**config.mk**
```make
export PLATFORM = sky130hd
export DESIGN_NAME = alu_issue
export DESIGN_NICKNAME = d
export VERILOG_FILES = /design/src/rtl/alu_issue_pkg.sv /design/src/rtl/alu_issue_fwd_mux.sv /design/src/rtl/alu_issue.sv
export SDC_FILE = /design/constraint.sdc
export NUM_CORES = 1
export LEC_CHECK = 0
export ABC_AREA = 1
export CAP_MARGIN = 10
export CORE_AREA = 3 3 175 177
export DETAILED_ROUTE_END_ITERATION = 16
export DIE_AREA = 0 0 178 180
export GPL_TIMING_DRIVEN = 0
export PLACE_DENSITY = 0.71
export RECOVER_POWER = 100
export SYNTH_ARGS = -nofsm -noshare
export SYNTH_HDL_FRONTEND = slang
export SYNTH_SLANG_ARGS = --single-unit
```
**constraint.sdc**
```tcl
create_clock -name clk -period 4.4 [get_ports clk]
set_clock_uncertainty 0.05 [all_clocks]
set_input_delay 0.88 -clock clk [delete_from_list [all_inputs] [get_ports clk]]
set_output_delay 0.88 -clock clk [all_outputs]
set_load 0.05 [all_outputs]
```
**src/rtl/alu_issue_pkg.sv**
```systemverilog
// Shared constants, operand-source encoding and ALU op codes for the issue stage.
package alu_issue_pkg;

  localparam int unsigned XLEN   = 32;
  localparam int unsigned REG_AW = 5;
  localparam int unsigned OPS_W  = 7;
  localparam int unsigned CNT_W  = 32;

  // Where a resolved operand came from; ordered by increasing priority.
  typedef enum logic [1:0] {
    FWD_RF  = 2'd0,
    FWD_WB  = 2'd1,
    FWD_MEM = 2'd2,
    FWD_EX  = 2'd3
  } fwd_sel_e;

  // A subset of the ALU op codes driven toward execute.
  localparam logic [OPS_W-1:0] OP_ADD = 7'd1;
  localparam logic [OPS_W-1:0] OP_SUB = 7'd2;
  localparam logic [OPS_W-1:0] OP_AND = 7'd3;
  localparam logic [OPS_W-1:0] OP_OR  = 7'd4;
  localparam logic [OPS_W-1:0] OP_XOR = 7'd5;

endpackage

```
**src/rtl/alu_issue_fwd_mux.sv**
```systemverilog
// Per-operand forwarding resolver: EX > MEM > WB > register file, x0 reads as zero.
module alu_issue_fwd_mux
  import alu_issue_pkg::*;
#(
  parameter int unsigned XLEN   = alu_issue_pkg::XLEN,
  parameter int unsigned REG_AW = alu_issue_pkg::REG_AW
) (
  input  logic [REG_AW-1:0] rs,
  input  logic [XLEN-1:0]   rf_data,
  input  logic              ex_valid,
  input  logic [REG_AW-1:0] ex_rd,
  input  logic [XLEN-1:0]   ex_data,
  input  logic              ex_ok,
  input  logic              mem_valid,
  input  logic [REG_AW-1:0] mem_rd,
  input  logic [XLEN-1:0]   mem_data,
  input  logic              mem_ok,
  input  logic              wb_valid,
  input  logic [REG_AW-1:0] wb_rd,
  input  logic [XLEN-1:0]   wb_data,
  output logic [XLEN-1:0]   value,
  output fwd_sel_e          sel,
  output logic              hazard
);

  logic nonzero;
  logic ex_hit;
  logic mem_hit;
  logic wb_hit;

  assign nonzero = (rs != '0);
  assign ex_hit  = nonzero && ex_valid  && (ex_rd  == rs);
  assign mem_hit = nonzero && mem_valid && (mem_rd == rs);
  assign wb_hit  = nonzero && wb_valid  && (wb_rd  == rs);

  // Pick the highest-priority source; only that source can raise a hazard.
  always_comb begin
    sel    = FWD_RF;
    value  = rf_data;
    hazard = 1'b0;
    if (!nonzero) begin
      value = '0;
    end else if (ex_hit) begin
      sel    = FWD_EX;
      value  = ex_data;
      hazard = !ex_ok;
    end else if (mem_hit) begin
      sel    = FWD_MEM;
      value  = mem_data;
      hazard = !mem_ok;
    end else if (wb_hit) begin
      sel   = FWD_WB;
      value = wb_data;
    end
  end

endmodule

```
**src/rtl/alu_issue.sv**
```systemverilog
// Decode->execute pipeline register with operand forwarding, load-use stall and flush.
module alu_issue
  import alu_issue_pkg::*;
#(
  parameter int unsigned XLEN   = alu_issue_pkg::XLEN,
  parameter int unsigned REG_AW = alu_issue_pkg::REG_AW,
  parameter int unsigned OPS_W  = alu_issue_pkg::OPS_W,
  parameter int unsigned CNT_W  = alu_issue_pkg::CNT_W
) (
  input  logic              clk,
  input  logic              rst,
  input  logic              flush,
  input  logic              dec_valid,
  output logic              dec_ready,
  input  logic [XLEN-1:0]   dec_pc,
  input  logic [REG_AW-1:0] dec_rs1,
  input  logic [REG_AW-1:0] dec_rs2,
  input  logic              dec_use_rs1,
  input  logic              dec_use_rs2,
  input  logic [XLEN-1:0]   dec_rs1_data,
  input  logic [XLEN-1:0]   dec_rs2_data,
  input  logic [XLEN-1:0]   dec_imm,
  input  logic              dec_use_imm,
  input  logic [REG_AW-1:0] dec_rd,
  input  logic [OPS_W-1:0]  dec_alu_ops,
  input  logic              ex_fwd_valid,
  input  logic [REG_AW-1:0] ex_fwd_rd,
  input  logic [XLEN-1:0]   ex_fwd_data,
  input  logic              ex_fwd_ok,
  input  logic              mem_fwd_valid,
  input  logic [REG_AW-1:0] mem_fwd_rd,
  input  logic [XLEN-1:0]   mem_fwd_data,
  input  logic              mem_fwd_ok,
  input  logic              wb_fwd_valid,
  input  logic [REG_AW-1:0] wb_fwd_rd,
  input  logic [XLEN-1:0]   wb_fwd_data,
  output logic              ex_valid,
  input  logic              ex_ready,
  output logic [XLEN-1:0]   alu_a,
  output logic [XLEN-1:0]   alu_b,
  output logic [OPS_W-1:0]  alu_ops,
  output logic [XLEN-1:0]   ex_rs2_val,
  output logic [REG_AW-1:0] ex_rd,
  output logic [XLEN-1:0]   ex_pc,
  output logic [CNT_W-1:0]  stall_cnt
);

  logic [XLEN-1:0] rs1_res;
  logic [XLEN-1:0] rs2_res;
  fwd_sel_e        rs1_sel;
  fwd_sel_e        rs2_sel;
  logic            rs1_hz;
  logic            rs2_hz;
  logic            hazard;
  logic            accept;

  alu_issue_fwd_mux #(
    .XLEN   (XLEN),
    .REG_AW (REG_AW)
  ) u_fwd_rs1 (
    .rs        (dec_rs1),
    .rf_data   (dec_rs1_data),
    .ex_valid  (ex_fwd_valid),
    .ex_rd     (ex_fwd_rd),
    .ex_data   (ex_fwd_data),
    .ex_ok     (ex_fwd_ok),
    .mem_valid (mem_fwd_valid),
    .mem_rd    (mem_fwd_rd),
    .mem_data  (mem_fwd_data),
    .mem_ok    (mem_fwd_ok),
    .wb_valid  (wb_fwd_valid),
    .wb_rd     (wb_fwd_rd),
    .wb_data   (wb_fwd_data),
    .value     (rs1_res),
    .sel       (rs1_sel),
    .hazard    (rs1_hz)
  );

  alu_issue_fwd_mux #(
    .XLEN   (XLEN),
    .REG_AW (REG_AW)
  ) u_fwd_rs2 (
    .rs        (dec_rs2),
    .rf_data   (dec_rs2_data),
    .ex_valid  (ex_fwd_valid),
    .ex_rd     (ex_fwd_rd),
    .ex_data   (ex_fwd_data),
    .ex_ok     (ex_fwd_ok),
    .mem_valid (mem_fwd_valid),
    .mem_rd    (mem_fwd_rd),
    .mem_data  (mem_fwd_data),
    .mem_ok    (mem_fwd_ok),
    .wb_valid  (wb_fwd_valid),
    .wb_rd     (wb_fwd_rd),
    .wb_data   (wb_fwd_data),
    .value     (rs2_res),
    .sel       (rs2_sel),
    .hazard    (rs2_hz)
  );

  // Only in-flight EX/MEM producers can be unready; an unread operand never stalls.
  always_comb begin
    hazard = 1'b0;
    if (dec_use_rs1 && rs1_hz && (rs1_sel inside {FWD_EX, FWD_MEM})) hazard = 1'b1;
    if (dec_use_rs2 && rs2_hz && (rs2_sel inside {FWD_EX, FWD_MEM})) hazard = 1'b1;
  end

  assign dec_ready = !flush && !hazard && (!ex_valid || ex_ready);
  assign accept    = dec_valid && dec_ready;

  // Payload register: reset, then flush, then capture, then drain on consume.
  always_ff @(posedge clk) begin
    if (rst) begin
      ex_valid   <= 1'b0;
      alu_a      <= '0;
      alu_b      <= '0;
      alu_ops    <= '0;
      ex_rs2_val <= '0;
      ex_rd      <= '0;
      ex_pc      <= '0;
    end else if (flush) begin
      ex_valid <= 1'b0;
    end else if (accept) begin
      ex_valid   <= 1'b1;
      alu_a      <= rs1_res;
      alu_b      <= dec_use_imm ? dec_imm : rs2_res;
      alu_ops    <= dec_alu_ops;
      ex_rs2_val <= rs2_res;
      ex_rd      <= dec_rd;
      ex_pc      <= dec_pc;
    end else if (ex_valid && ex_ready) begin
      ex_valid <= 1'b0;
    end
  end

  // Saturating count of cycles decode was blocked, excluding flush cycles.
  always_ff @(posedge clk) begin
    if (rst) begin
      stall_cnt <= '0;
    end else if (dec_valid && !dec_ready && !flush && (stall_cnt != '1)) begin
      stall_cnt <= stall_cnt + CNT_W'(1);
    end
  end

endmodule

```
==> results.json <==
{
  "status": "complete, no violations",
  "die-area_um2": 32000,
  "yosysTopAreaCell": "dfxtp_1",
  "cpMostUsedCell": "nand2_1",
  "cts_resized": 1,
  "seq_area_frac_synth_pct": 31.9,
  "htreeDepth": 4,
  "drc": 0,
  "critical_path.max_stage_delay_ns": 0.54,
  "wl_per_cell_um": 20.4,
  "rsz0062_at_grt": "no",
  "track_usage_pct": 33.7,
  "drtAntennaViolNets": 0,
  "drive_above_1_share_pct": 4.07,
  "dr_total_vias": 14153,
  "drv_cap": 0,
  "rows": 63,
  "synth_area_leaders": "dfxtp_1 32%, nand2_1 18%, nor2_1 11%, nand3_1 9.7%, inv_1 5.9%",
  "cts.reportedPaths.clkPinSlew_ns": 0.09,
  "crit_path_max_fanout": 17,
  "hpwlAfterDp_mm": 46.0,
  "areaGrowthSynthToFinish_pct": 50.8,
  "synth_fp_nets": 2133,
  "clkLatencyLatePin_ns": 0.44,
  "synth_cells": 1858,
  "final_nets": 2597,
  "period_share_pct": 97.1,
  "grt_use_met1_pct": 44.1,
  "arrival_ns": 3.34,
  "combPwrFrac_pct": 29.1,
  "min_period_ns": 4.27,
  "cts_buffer_depth": 2,
  "portBuffers": 446,
  "stdcell_count": 2737,
  "drt_pre_antenna_iters": 7,
  "p_clk_share_pct": 34.2,
  "die_height_um": 180,
  "grt_busiest_layer": "met2",
  "max_slew_margin_pct": 39.1,
  "path_cells": "clkdlybuf4s50_1, inv_2, nand3_2, nor2_4, nor2_1, nand2_1, nand2_1, nand2_1, nand3_4, inv_1, clkdlybuf4s15_1",
  "met3_usage_pct": 7.10,
  "die_w_um": 178,
  "required_ns": 3.47,
  "setup_viol": 0,
  "initial_core_util_pct": 36.9,
  "p_seq_share_pct": 36.8,
  "io_pins": 448,
  "gp_congestion": 0.970,
  "fmax_mhz": 234,
  "fin_area_um2": 16400,
  "max_slew.worst_pin.slew_ns": 0.906,
  "cts.sinks": 173,
  "cts_tree": "done",
  "final_common_cell": "nand2_1",
  "hold_violations": 0,
  "grt_pass1_wl_mm": 81.9,
  "worstSetupEndpointType": "output pin",
  "intPower_mw": 2.96,
  "grt-ovfl-total": 0,
  "grt_antenna_before_repair": 13,
  "synth_top_area_share_pct": 31.9,
  "clock-root-buffer": "clkbuf_16",
  "critPathLaunchType": "input port",
  "rr_worst_depth": 8,
  "core_area_um2": 29400,
  "netSwitchingPower_mw": 1.68,
  "drtIter0Drc": 1513,
  "vdd_drop_max_uv": 191,
  "grt_pass1_vias": 13453,
  "cp_slowest_cell": "clkdlybuf4s50_1",
  "hold_class": "reg -> reg",
  "ys_types": 28,
  "use_met2_pct": 53.5,
  "hold_path_depth": 2,
  "path_class": "in -> out",
  "dp_cells": 2694,
  "cts-buffers-inserted": 17,
  "syn_area_per_cell_um2": 5.84,
  "post_cts_buffers": 0,
  "syn_area_um2": 10800,
  "leakagePower_nw": 7.54,
  "cts_hold_buf": 0,
  "layout_common_cells": "513 x nand2_1, 312 x nor2_1, 272 x clkdlybuf4s50_1",
  "grt_max_degree": 19,
  "place_area_um2": 15800,
  "via_per_inst": 5.17,
  "synth_warnings": 0,
  "synth-seq-cells": 173,
  "p_sw_share_pct": 36.3,
  "p_per_area_nw_per_um2": 284,
  "totalWireLength_mm": 55.9,
  "slew_violations": 0
}
flip-flops by register name (all words and copies together) (netlist names):
name	count
alu_a	32
alu_b	32
alu_ops	7
ex_pc	32
ex_rd	5
ex_rs2_val	32
ex_valid	1
stall_cnt	32
cells in the mapped netlist (all sizes together):
master / n
a21oi: 84
buf: 45
clkbuf: 73
clkinv: 2
dfxtp: 173
ha: 1
inv: 182
nand2: 513
nand3: 214
nand3b: 2
nand4: 42
nor2: 314
nor3: 16
nor3b: 3
o211ai: 2
o21ai: 126
or2: 33
xnor2: 13
xor2: 20
final timing paths:
path | endpoint | startpoint | slack (ns)
min | alu_a[28] | alu_a[28] | 0.42
max reg2reg | alu_b[31] | ex_valid | 1.54
min reg2reg | alu_a[28] | alu_a[28] | 0.42
max | dec_ready | dec_rs1[4] | 0.13
power groups by stage:
stage          logic [mW]  clock network [mW]  registers (mW)
2_1_floorplan       0.411                   0            2.04
6_report             1.35                1.59            1.71
3_5_place_dp         1.37                   0            1.74
3_3_place_gp         1.36                   0            1.74
5_1_grt              1.43                1.67            1.71
4_1_cts              1.37                1.60            1.71
through the flow:
stage | hold WS, ns | worst slack, ns | total power, mW | setup TNS, ns | utilization (%)
after floorplan | 0.636 | 1.30 | 2.45 | 0 | -
after global placement | 0.405 | -0.350 | 3.11 | -0.350 | 53.7
after detailed placement | 0.406 | -0.367 | 3.11 | -0.367 | 53.7
after CTS | 0.419 | 0.102 | 4.68 | 0 | 55.7
after global routing | 0.439 | 0.0226 | 4.81 | 0 | 55.6
final | 0.416 | 0.128 | 4.64 | 0 | 55.6
per-layer routing:
| metal | vias to the layer above | part of all wire [%] | wire, um |
|---|---|---|---|
| li1 | 6801 | - | - |
| met1 | 6450 | 41 | 23000 |
| met2 | 794 | 45 | 25400 |
| met3 | 106 | 9.5 | 5310 |
| met4 | 2 | 3.9 | 2170 |
| met5 | - | 0.023 | 13 |
cell families after synthesis:
logic type      after synthesis  synth area share, %
compound gates              212                 9.83
buf+inv                     302                 11.2
simple gates               1137                 44.3
flops                       173                 31.9
fa+ha+maj                     1                0.115
xor+xnor                     33                 2.66
worst max-delay path: cells and delay by family:
kind                   cells  cell delay (ns)
buffers and inverters      4             1.28
and+or+nand+nor            7             1.17
cell type report:
cell class	count	area (um^2)
diodes	12	30.0
plain buffers	117	470
clock buffers	17	425
clock inverters	15	169
fillers	3042	13000
inverters	184	691
multi-input cells	1383	6160
flip-flops and latches	173	3460
well taps	390	488
repair buffers	446	4460
(Power assumes the default switching activity.)
==> edit: new RTL, same settings <==
`CNT_W`: 32 -> 64.
--- a/src/rtl/alu_issue_pkg.sv
+++ b/src/rtl/alu_issue_pkg.sv
@@ -4,7 +4,7 @@
   localparam int unsigned XLEN   = 32;
   localparam int unsigned REG_AW = 5;
   localparam int unsigned OPS_W  = 7;
-  localparam int unsigned CNT_W  = 32;
+  localparam int unsigned CNT_W  = 64;
 
   // Where a resolved operand came from; ordered by increasing priority.
   typedef enum logic [1:0] {
Interface: changed (resized stall_cnt); port bits go from 448 to 480. No check against the original RTL was run, so the function may have changed too.
==> edit against the original RTL <==
- design area grew 18%
- routed wire length grew 27%
- clock power is 27% higher
- count of clock-buffer cells in the layout grew 14
- worst setup slack improved by 0.041 ns
- largest cell class unchanged
- area after synthesis grew 22%
- via count grew 29%
- first-iteration DRC count rose by 55%
- sequential cell count grew 32
- total power is 17% higher
- sequential power increased by 17%
==> edit: results (changes against the original RTL) <==
| Parameter | Value | Unit | Change |
|---|---|---|---|
| Endpoint of the lowest-slack register-to-register path | stall_cnt[19]$_SDFFE_PP0P_ | - |  |
| Crit Reg-Reg Startpoint | stall_cnt[0]$_SDFFE_PP0P_ | - |  |
| Post-CTS clock slew at the launch and capture registers of the worst setup and hold paths | 0.06 | ns | -0.03 ns |
| Critical path peak fanout | 10 | - | -7 |
| Starting DRC count in detailed routing | 2345 | - | +55% |
| All-layer global routing usage | 42.31 | % | +8.6 points |
| Ranking of synthesized cells by instance count | sky130_fd_sc_hd__nand2_1 (620), sky130_fd_sc_hd__nor2_1 (364), sky130_fd_sc_hd__nand3_1 (234), sky130_fd_sc_hd__inv_1 (225), sky130_fd_sc_hd__dfxtp_1 (205) | - |  |
| Worst hold slack after final layout | 0.4182 | ns | +0.002543 ns |
| Number of global-route vias before repair | 17240 | - | +28% |
| Total cell area at the placement stage | 18530 | um^2 | +17% |
| Pre-CTS setup slack | -0.2915 | ns | +0.07598 ns |
| Average vias per placed instance | 5.703 | - | +10% |
| Count of H-tree levels built during CTS | 1 | - | -3 |
| Slowest stage delay, CP | 0.52 | ns | -0.02 ns |
| Clock latency on the worst-skew pair | 0.54 | ns | +0.10 ns |
| Cell total after placement | 3149 | - | +17% |
| Worst max-slew margin expressed relative to the limit | 17.90 | % | -21 points |
| DR vias | 18280 | - | +29% |
| Max reg flops | 64 | - |  |
| Largest voltage drop on the vdd net | 0.2589 | mV | +36% |
| Final estimated routing congestion in global placement | 1.054 | - | +8.7% |
| Status | completed | - |  |
| Fraction of layout instances using a drive strength above 1 | 3.821 | % | -0.25 points |
| Number of buffers inserted during clock tree synthesis | 24 | - | +7 |
| Reg2Reg Setup Slack | 0.26 | ns | -1.28 ns |
| Number of nets in the layout | 3060 | - | +18% |
| Seq/Total Area, Yosys | 30.94 | % | -0.99 points |
| Net Count, Synth | 2557 | - | +20% |
| # fillers | 2602 | - | -14% |
| Routed wire per std cell | 22.21 | um | +8.7% |
| Estimated wirelength of the detail-placed design | 56880 | um | +24% |
| Number of input and output port buffers inserted | 477 | - | +7.0% |
| Buffer levels on the longest clock path | 3 | - | +1 |
| Register-to-Register Path Depth | 13 | - | +5 |
| Largest net degree at the start of global routing | 14 | - | -5 |
| Leakage power | 8.459 | nW | +12% |
| Global-route wire length before repair | 104400 | um | +27% |
| Hold Path End | alu_a[1]$_SDFFE_PP0P_ | - |  |
| Average size of a mapped cell | 5.812 | um^2 | -0.45% |
| Critical path arrival | 3.30 | ns | -0.04 ns |
| Worst Min Path Start | alu_a[1]$_SDFFE_PP0P_ | - |  |
[edit: cell count changes after synthesis, moves of 25 or more]
cell / delta
sky130_fd_sc_hd__a21oi_1: +49
sky130_fd_sc_hd__nand4_1: +38
sky130_fd_sc_hd__inv_1: +54
sky130_fd_sc_hd__o21ai_0: +25
sky130_fd_sc_hd__dfxtp_1: +32
sky130_fd_sc_hd__nor2_1: +53
sky130_fd_sc_hd__nand2_1: +107
[edit: kinds of logic after synthesis]
family                     share of synthesized area [%]
AOI/OAI and AO/OA                                  10.89
adders and majority gates                        0.09432
DFF                                                30.94
buffers and inverters                              11.25
and+or+nand+nor                                    43.85
xor gates and xnor gates                           2.971
[edit: area by class of cell]
class                   instances  share of cell area (%)
repair buffers                477                   24.78
diodes                         16                  0.2080
multi-input cells            1705                   39.65
plain buffers                 135                   2.874
well taps                     390                   2.536
flip-flops and latches        205                   21.33
clock inverters                10                  0.6372
clock buffers                  31                   3.361
inverters                     237                   4.623
[edit: layer usage]
metal	global-route usage, %	part of all wire [%]
met5	0	0
met2	69.33	46
met4	21.61	6.3
met3	9.928	12
met1	51.42	36
[edit: worst register-to-register path, cell delays in order, from the launching register on]
cell	delay, ns
sky130_fd_sc_hd__dfxtp_1	0.55
sky130_fd_sc_hd__ha_1	0.39
sky130_fd_sc_hd__nand2_1	0.09
sky130_fd_sc_hd__nor2_1	0.44
sky130_fd_sc_hd__nand3_1	0.13
sky130_fd_sc_hd__nor2_1	0.23
sky130_fd_sc_hd__nand4_1	0.23
sky130_fd_sc_hd__nor2_1	0.14
sky130_fd_sc_hd__nand3_1	0.53
sky130_fd_sc_hd__nand3_1	0.37
sky130_fd_sc_hd__clkbuf_2	0.38
sky130_fd_sc_hd__clkbuf_2	0.30
sky130_fd_sc_hd__nand2_1	0.08
sky130_fd_sc_hd__a21oi_1	0.17
[edit: how the worst max path moves through the flow]
| stage | slack (ns) | start | cells past startpoint | to |
|---|---|---|---|---|
| finish | 0.17 | dec_rs1[2] | 14 | dec_ready |
| global route | 0.04 | dec_rs1[2] | 14 | dec_ready |
| CTS | 0.003 | dec_rs1[2] | 14 | dec_ready |
| detailed placement | -0.29 | dec_rs1[2] | 13 | dec_ready |
| global placement | -0.30 | dec_rs1[2] | 13 | dec_ready |
| floorplan | 1.24 | dec_rs2[4] | 13 | dec_ready |
[edit: power groups by stage]
stage	clock network (W)	registers (W)	logic (W)
after floorplan	0	0.00234	0.000425
after global placement	0	0.00204	0.00137
after detailed placement	0	0.00204	0.00138
after CTS	0.00202	0.00200	0.00140
after global routing	0.00209	0.00201	0.00146
final	0.00202	0.00200	0.00139
[edit: timing repair]
| action | in CTS | in global routing |
|---|---|---|
| hold buffers | 0 | 0 |
| setup endpoints to repair | 1 | 1 |
| resized for setup | 2 | 1 |
